<file path="src/rtl/bus_decoder_nport.sv">
// CPU memory bus decoder: routes each access to one region-selected slave, checks
// permissions, sequences sync-memory or handshake responses and records bus errors.
module bus_decoder_nport #(
    parameter int                               NUM_SLAVES   = 4,
    parameter int                               REGION_LSB   = 16,
    parameter int                               REGION_W     = 4,
    parameter logic [NUM_SLAVES*REGION_W-1:0]   REGION_MAP   = {4'h3, 4'h2, 4'h1, 4'h0},
    parameter logic [NUM_SLAVES-1:0]            SYNC_MASK    = 4'b0011,
    parameter int                               SYNC_LATENCY = 1,
    parameter logic [NUM_SLAVES-1:0]            EXEC_MASK    = 4'b0010,
    parameter logic [NUM_SLAVES-1:0]            DATA_MASK    = 4'b1101,
    parameter logic [NUM_SLAVES-1:0]            WRITE_MASK   = 4'b1101,
    parameter int                               TIMEOUT      = 255,
    parameter logic [31:0]                      ERR_RDATA    = 32'hDEADBEEF
) (
    input  logic                       clk,
    input  logic                       reset,
    input  logic                       mem_valid,
    input  logic                       mem_instr,
    input  logic [31:0]                mem_addr,
    input  logic [3:0]                 mem_wstrb,
    input  logic [31:0]                mem_wdata,
    output logic                       mem_ready,
    output logic [31:0]                mem_rdata,
    output logic                       bus_err,
    output logic [NUM_SLAVES-1:0]      s_valid,
    output logic [31:0]                s_addr,
    output logic [3:0]                 s_wstrb,
    output logic [31:0]                s_wdata,
    input  logic [NUM_SLAVES*32-1:0]   s_rdata,
    input  logic [NUM_SLAVES-1:0]      s_ready,
    output logic [31:0]                err_addr,
    output logic [1:0]                 err_cause
);
    localparam int SEL_W   = (NUM_SLAVES > 1) ? $clog2(NUM_SLAVES) : 1;
    localparam int CNT_MAX = (TIMEOUT > SYNC_LATENCY) ? TIMEOUT : SYNC_LATENCY;
    localparam int CNT_W   = $clog2(CNT_MAX + 2);

    typedef enum logic [1:0] {IDLE, WAIT_SYNC, WAIT_ACK, RESP} state_t;

    state_t             state_q, state_d;
    logic [SEL_W-1:0]   sel_q, sel_d, dec_sel, rd_sel;
    logic [CNT_W-1:0]   cnt_q, cnt_d;
    logic [31:0]        rdata_q, rdata_d, addr_q, addr_d;
    logic [31:0]        err_addr_q, err_addr_d;
    logic [1:0]         err_cause_q, err_cause_d;
    logic               resp_err_q, resp_err_d;
    logic               dec_hit, dec_ok;
    logic [31:0]        sel_rdata;

    // Downward scan so the lowest matching index is the one left in dec_sel.
    always_comb begin
        dec_hit = 1'b0;
        dec_sel = '0;
        for (int i = NUM_SLAVES - 1; i >= 0; i--) begin
            if (mem_addr[REGION_LSB +: REGION_W] == REGION_MAP[i*REGION_W +: REGION_W]) begin
                dec_hit = 1'b1;
                dec_sel = SEL_W'(i);
            end
        end
    end

    always_comb begin
        if (|mem_wstrb)     dec_ok = !mem_instr && WRITE_MASK[dec_sel];
        else if (mem_instr) dec_ok = EXEC_MASK[dec_sel];
        else                dec_ok = DATA_MASK[dec_sel];
    end

    assign rd_sel    = (state_q == IDLE) ? dec_sel : sel_q;
    assign sel_rdata = s_rdata[32*int'(rd_sel) +: 32];

    always_comb begin
        state_d     = state_q;
        sel_d       = sel_q;
        cnt_d       = cnt_q;
        rdata_d     = rdata_q;
        addr_d      = addr_q;
        err_addr_d  = err_addr_q;
        err_cause_d = err_cause_q;
        resp_err_d  = resp_err_q;
        s_valid     = '0;
        case (state_q)
            IDLE: begin
                // Acceptance is held off while reset is asserted so no strobe escapes.
                if (mem_valid && reset) begin
                    addr_d     = mem_addr;
                    sel_d      = dec_sel;
                    cnt_d      = CNT_W'(1);
                    resp_err_d = 1'b0;
                    if (dec_hit && dec_ok) begin
                        s_valid[dec_sel] = 1'b1;
                        if (SYNC_MASK[dec_sel]) begin
                            state_d = WAIT_SYNC;
                        end else if (s_ready[dec_sel]) begin
                            rdata_d = sel_rdata;
                            state_d = RESP;
                        end else begin
                            state_d = WAIT_ACK;
                        end
                    end else begin
                        state_d     = RESP;
                        resp_err_d  = 1'b1;
                        rdata_d     = ERR_RDATA;
                        err_addr_d  = mem_addr;
                        err_cause_d = dec_hit ? 2'd2 : 2'd1;
                    end
                end
            end
            WAIT_SYNC: begin
                if (cnt_q == CNT_W'(SYNC_LATENCY)) begin
                    rdata_d = sel_rdata;
                    state_d = RESP;
                end else begin
                    cnt_d = cnt_q + CNT_W'(1);
                end
            end
            WAIT_ACK: begin
                s_valid[sel_q] = 1'b1;
                if (s_ready[sel_q]) begin
                    rdata_d = sel_rdata;
                    state_d = RESP;
                end else if (TIMEOUT > 0 && cnt_q == CNT_W'(TIMEOUT)) begin
                    state_d     = RESP;
                    resp_err_d  = 1'b1;
                    rdata_d     = ERR_RDATA;
                    err_addr_d  = addr_q;
                    err_cause_d = 2'd3;
                end else begin
                    cnt_d = cnt_q + CNT_W'(1);
                end
            end
            RESP:    state_d = IDLE;
            default: state_d = IDLE;
        endcase
    end

    always_ff @(posedge clk) begin
        if (!reset) begin
            state_q     <= IDLE;
            cnt_q       <= '0;
            rdata_q     <= '0;
            err_addr_q  <= '0;
            err_cause_q <= '0;
            resp_err_q  <= 1'b0;
        end else begin
            state_q     <= state_d;
            cnt_q       <= cnt_d;
            rdata_q     <= rdata_d;
            err_addr_q  <= err_addr_d;
            err_cause_q <= err_cause_d;
            resp_err_q  <= resp_err_d;
        end
    end

    always_ff @(posedge clk) begin
        sel_q  <= sel_d;
        addr_q <= addr_d;
    end

    assign mem_ready = (state_q == RESP);
    assign bus_err   = mem_ready && resp_err_q;
    assign mem_rdata = rdata_q;
    assign err_addr  = err_addr_q;
    assign err_cause = err_cause_q;
    assign s_addr    = mem_addr;
    assign s_wstrb   = mem_wstrb;
    assign s_wdata   = mem_wdata;
endmodule

</file>
<file path="config.mk">
export PLATFORM = sky130hd
export DESIGN_NAME = bus_decoder_nport
export DESIGN_NICKNAME = d
export VERILOG_FILES = /design/src/rtl/bus_decoder_nport.sv
export SDC_FILE = /design/constraint.sdc
export NUM_CORES = 1
export LEC_CHECK = 0
export BUFFER_PORTS_ARGS = -buffer_cell sky130_fd_sc_hd__clkbuf_2
export CAP_MARGIN = 20
export CORE_ASPECT_RATIO = 1.75
export CORE_UTILIZATION = 29
export DETAILED_ROUTE_END_ITERATION = 10
export PLACE_DENSITY = 0.61
export SYNTH_ARGS = -nofsm -noshare
export SYNTH_HDL_FRONTEND = slang
export SYNTH_SLANG_ARGS = --single-unit
</file>
<file path="constraint.sdc">
create_clock -name clk -period 6.4 [get_ports clk]
set_input_delay 0.32 -clock clk [delete_from_list [all_inputs] [get_ports clk]]
set_output_delay 0.32 -clock clk [all_outputs]
set_load 0.03 [all_outputs]
</file>
# Word-level counts from Yosys, hierarchy flattened
# Index checks and enable logic that the tools add are counted.
# word_totals
output_inout_bits,140
ff_bits,112
wordCells,114
# op_classes
order_cmp,4
addsub,1
reduce_logical,18
n_mux,64
eq_ne,18
n_shift,1
# op_table
cell,count
32-bit 2-to-1 mux,11
128-bit by 8-bit indexed part select with 32-bit output,1
32-bit case mux with 3 select lines,1
32-bit case mux with 2 select lines,1
9-bit 2-to-1 mux,4
2-bit 2-to-1 mux,15
9-bit case mux with 3 select lines,1
1-bit 2-to-1 mux,18
"2-bit != test, second input constant",6
1-bit binary-select mux with 2-bit select,5
5-bit AND reduction,2
"9-bit by 1-bit adder with 9-bit output, second input constant",1
"9-bit by 1-bit == test with 1-bit output, second input constant",1
"9-bit by 8-bit == test with 1-bit output, second input constant",1
"4-bit by 2-bit == test with 1-bit output, second input constant",2
4-bit 2-to-1 mux,2
2-bit case mux with 4 select lines,1
4-bit case mux with 2 select lines,1
1-bit logical AND,6
"2-bit by 3-bit < comparator with 1-bit output, second input constant",2
"3-bit != test, second input constant",2
6-bit AND reduction,1
1-bit demux with 2-bit select,2
"2-bit == test, second input constant",2
16 further kinds,17

# Longest topological paths before layout
# logic_depth
ltp_word,13
ltp_mapped,11
depth_no_buf,9

# Worst setup path after synthesis
# Ideal clock, no wire load.
# synth_timing
path_type,register to output
startpoint,reg state_q[0]
endpoint,out s_valid[1]
path_stages_with_launch,8
setup_slack_ns,4.108
arrival_ns,1.972
cell_sequence,dfxtp_1 inv_1 ha_1 clkbuf_1 buf_2 buf_1 nand2_1 o22ai_1
# synth_between
elab_chain_cells,2
word_cells_on_any_way,3
# synth_lines
item,line_no,text
from (decl),41,"state_t state_q, state_d;"
from (signal assigned),146,state_q <= state_d;
2-bit == test or 2-bit zero test (tied branches),82,case (state_q)
4-bit case mux with 2 select lines *,82,
to (decl),26,"output logic [NUM_SLAVES-1:0] s_valid,"
# Mark *: on every way between the ends. The rest lies on a longest branch, timed or not.

# Worst setup path after layout
# layout_timing
startpoint,reg state_q[0]
endpoint,reg rdata_q[24] (netlist: mem_rdata[24])
# layout_between
elab_chain_cells,8
word_cells_on_any_way,19
# layout_lines
item,line_no,text
2-bit zero test,"69, 82",
2-bit 2-to-1 mux,69,assign rd_sel = (state_q == IDLE) ? dec_sel : sel_q;
128-bit by 8-bit indexed part select with 32-bit output,70,assign sel_rdata = s_rdata[32*int'(rd_sel) +: 32];
32-bit 2-to-1 mux,94,end else if (s_ready[dec_sel]) begin
32-bit 2-to-1 mux,92,if (SYNC_MASK[dec_sel]) begin
32-bit 2-to-1 mux,90,if (dec_hit && dec_ok) begin
32-bit 2-to-1 mux,85,if (mem_valid && reset) begin
32-bit case mux with 3 select lines,82,
to (signal assigned),148,rdata_q <= rdata_d;
to (decl),44,"logic [31:0] rdata_q, rdata_d, addr_q, addr_d;"
# Several ways; a longest one is shown, not always the timed one. The select of a mux whose other input is x is not followed.
# A chain may end at the register's enable or synchronous reset.

==> impl_metrics.ini <==
[layout]
area_delta_synth_final_pct = 21.99
nets = 1018
fillers = 2194
drive_above_1_share_pct = 40.76
diodes = 0
multiInputGateArea_sq_um = 2872
ff_latch_area_sq_um = 2582
fin_util_pct = 36.28
final_cell_mix = clkbuf_2, dfxtp_1, nor2_1, and3_1, a211o_1
layout_commonest_cell = clkbuf_2
final_cells = 1064

[clocking]
cts-htree-levels = 3
cts_made_buffers = 9
cts-root-buf = clkbuf_16
cts_buffer_depth = 2
clk_pin_slew_ns = 0.08
clock_latency_ns = 0.37
cts_resized = 0
cts_sinks = 112
ctsHoldBuffers = 0
post_cts_buffers = 0
cts_tree = done

[synth]
synth_seq_area_share_pct = 41.48
synth_edf_count = 34
ys_types = 56
synth-async-reset-ratio_pct = 0
postSynthAreaPerCell_sq_um = 9.914
netlist_area_sq_um = 6226
yosysWarnings = 0
syn_inst = 628
synth_ff_type = dfxtp_1
mappedNetlistNets = 839
synth_seq_cells = 112

[critical_path]
r2r_end = mem_rdata[24]
worstSetupPathType = flip-flop to flip-flop
reg2reg_depth = 8
start_kind = flip-flop
cpPeakStageDelay_ns = 0.81
crit_fanout = 36
crit_chain = inv_1, ha_2, buf_4, inv_1, nor3_1, a211oi_4, a21oi_4, a22o_1
timing.critical_path.buf_inv = 3
crit_top_cell = inv_1
cp.required_ns = 6.71
timing.rr.start = state_q[0]
cp_slowest_cell = a21oi_4
cp.depth = 8
cp-end-kind = flip-flop
critPathLaunch = state_q[0]
crit_family = compound AO/OA/AOI/OAI gates
critPathArrivalTime_ns = 3.55
reg2reg_slack_ns = 3.17

[timing]
fin_crit_sh_pct = 50.53
tightestPinTransition_ns = 1.010
fmax_ghz = 0.3092
fin_worst_skew_ns = 0.01178
rsz0062_at_grt = false
setup_viol = 0
holdWs_ns = 0.1601
finalHoldViolations = 0
period_minus_slack_ns = 3.234
setup_tns_ns = 0
drv_slew = 0
relSlewSlack_pct = 32.53

[routing]
drt_iter0_markers = 204
drc_errors = 0
detail-route-antenna-nets = 0
wire_per_inst_microns = 18.13
wl_microns = 19290
vias_per_cell = 5.145
firstDrtPassIters = 4
vias = 5474

[placement]
place_congestion = 0.8751
numPortBuffers = 279
dp.cells = 1048
hpwl_microns = 14160

[global_route]
grt_usage_pct = 17.60
grt_pass1_wl_microns = 29850
grt.overflow.total = 0
first_global_vias = 5390
grt_max_degree = 68
antenna_found_initial = 0

[floorplanning]
die_w_microns = 112.8
coreArea_sq_um = 20930
ios = 344
fp.dieH_microns = 195.8
initial_core_util_pct = 29.74
rows = 70
fp.dieArea_sq_um = 22080

[power]
irDropWorstVdd_mv = 0.1691
p_leak_nw = 3.369
power.density_nw_per_um2 = 414.0

[worst_hold_path]
hold_path_depth = 1
min_to = addr_q[1]
hold_class = input port to flip-flop
hp-start = mem_addr[1]

[outcome]
status = finished, final reports clean

[flow_run]
maxCapViolations = 0
==> area by class of cell <==
class | count | share of cell area (%)
Timing Repair Buffer | 289 | 19.54
Clock buffer | 9 | 2.965
Clock inverter | 7 | 0.9390
Tap cell | 252 | 4.152
Sequential cell | 112 | 34.00
Inverter | 12 | 0.5931
Multi-Input combinational cell | 383 | 37.81
==> cell usage after synthesis, types with 3 or more instances <==
master | number | area share [%]
buf_2 | 12 | 0.96
mux2i_1 | 34 | 5.5
inv_1 | 11 | 0.66
o2bb2ai_1 | 26 | 3.7
a211oi_1 | 34 | 4.1
or2_2 | 3 | 0.30
buf_4 | 72 | 8.7
edfxtp_1 | 34 | 16
mux4_2 | 8 | 2.9
nor2_1 | 52 | 3.1
nand2_1 | 17 | 1.0
buf_6 | 4 | 0.72
ha_1 | 7 | 1.4
and3_1 | 50 | 5.0
a21oi_1 | 30 | 2.4
nor3_1 | 6 | 0.48
or3_1 | 4 | 0.40
o22ai_1 | 4 | 0.40
a211o_1 | 48 | 6.8
clkbuf_1 | 32 | 1.9
a22o_1 | 8 | 1.1
nand3_1 | 9 | 0.72
dfxtp_1 | 78 | 25
==> power by group <==
group	switching, mW	internal (mW)	total, mW	leakage (nW)
clock network	0.301	0.276	0.577	0.139
registers	0.0867	0.913	1.00	0.957
logic	1.02	0.550	1.57	2.27
==> sequential cells by signal, indices dropped and copies added, names as in the netlist <==
name,cells
sel_q,2
err_cause,2
err_addr,32
resp_err_q,1
mem_rdata,32
cnt_q,9
addr_q,32
state_q,2
==> routing by layer <==
metal / GRT usage [%] / share of wire, %
met5: 0 / 0
met4: 8.395 / 2.8
met3: 2.780 / 4.8
met2: 31.69 / 52
met1: 20.06 / 41
==> through the flow <==
step | setup slack, ns | power [mW] | instance area, sq um
after detailed placement | 3.143 | 2.601 | 7298
after global placement | 3.248 | 2.580 | 7278
after global routing | 2.935 | 3.360 | 7595
final | 3.166 | 3.144 | 7595
after floorplan | 4.108 | 2.239 | 6226
after CTS | 3.131 | 3.190 | 7595
==> worst max path at each step <==
stage | endpoint
floorplan | s_valid[1]
global placement | mem_rdata[24]
detailed placement | mem_rdata[24]
CTS | mem_rdata[24]
global route | mem_rdata[24]
finish | mem_rdata[24]
==> cell families after synthesis <==
| group | count (synthesis) | share of synthesized area (%) |
|---|---|---|
| AOI/OAI and AO/OA | 176 | 22.39 |
| and+or+nand+nor | 157 | 13.10 |
| muxes | 43 | 8.541 |
| adders and majority gates | 7 | 1.407 |
| DFF | 112 | 41.48 |
| buffers and inverters | 133 | 13.08 |
Power figures use the tool's default switching activity.
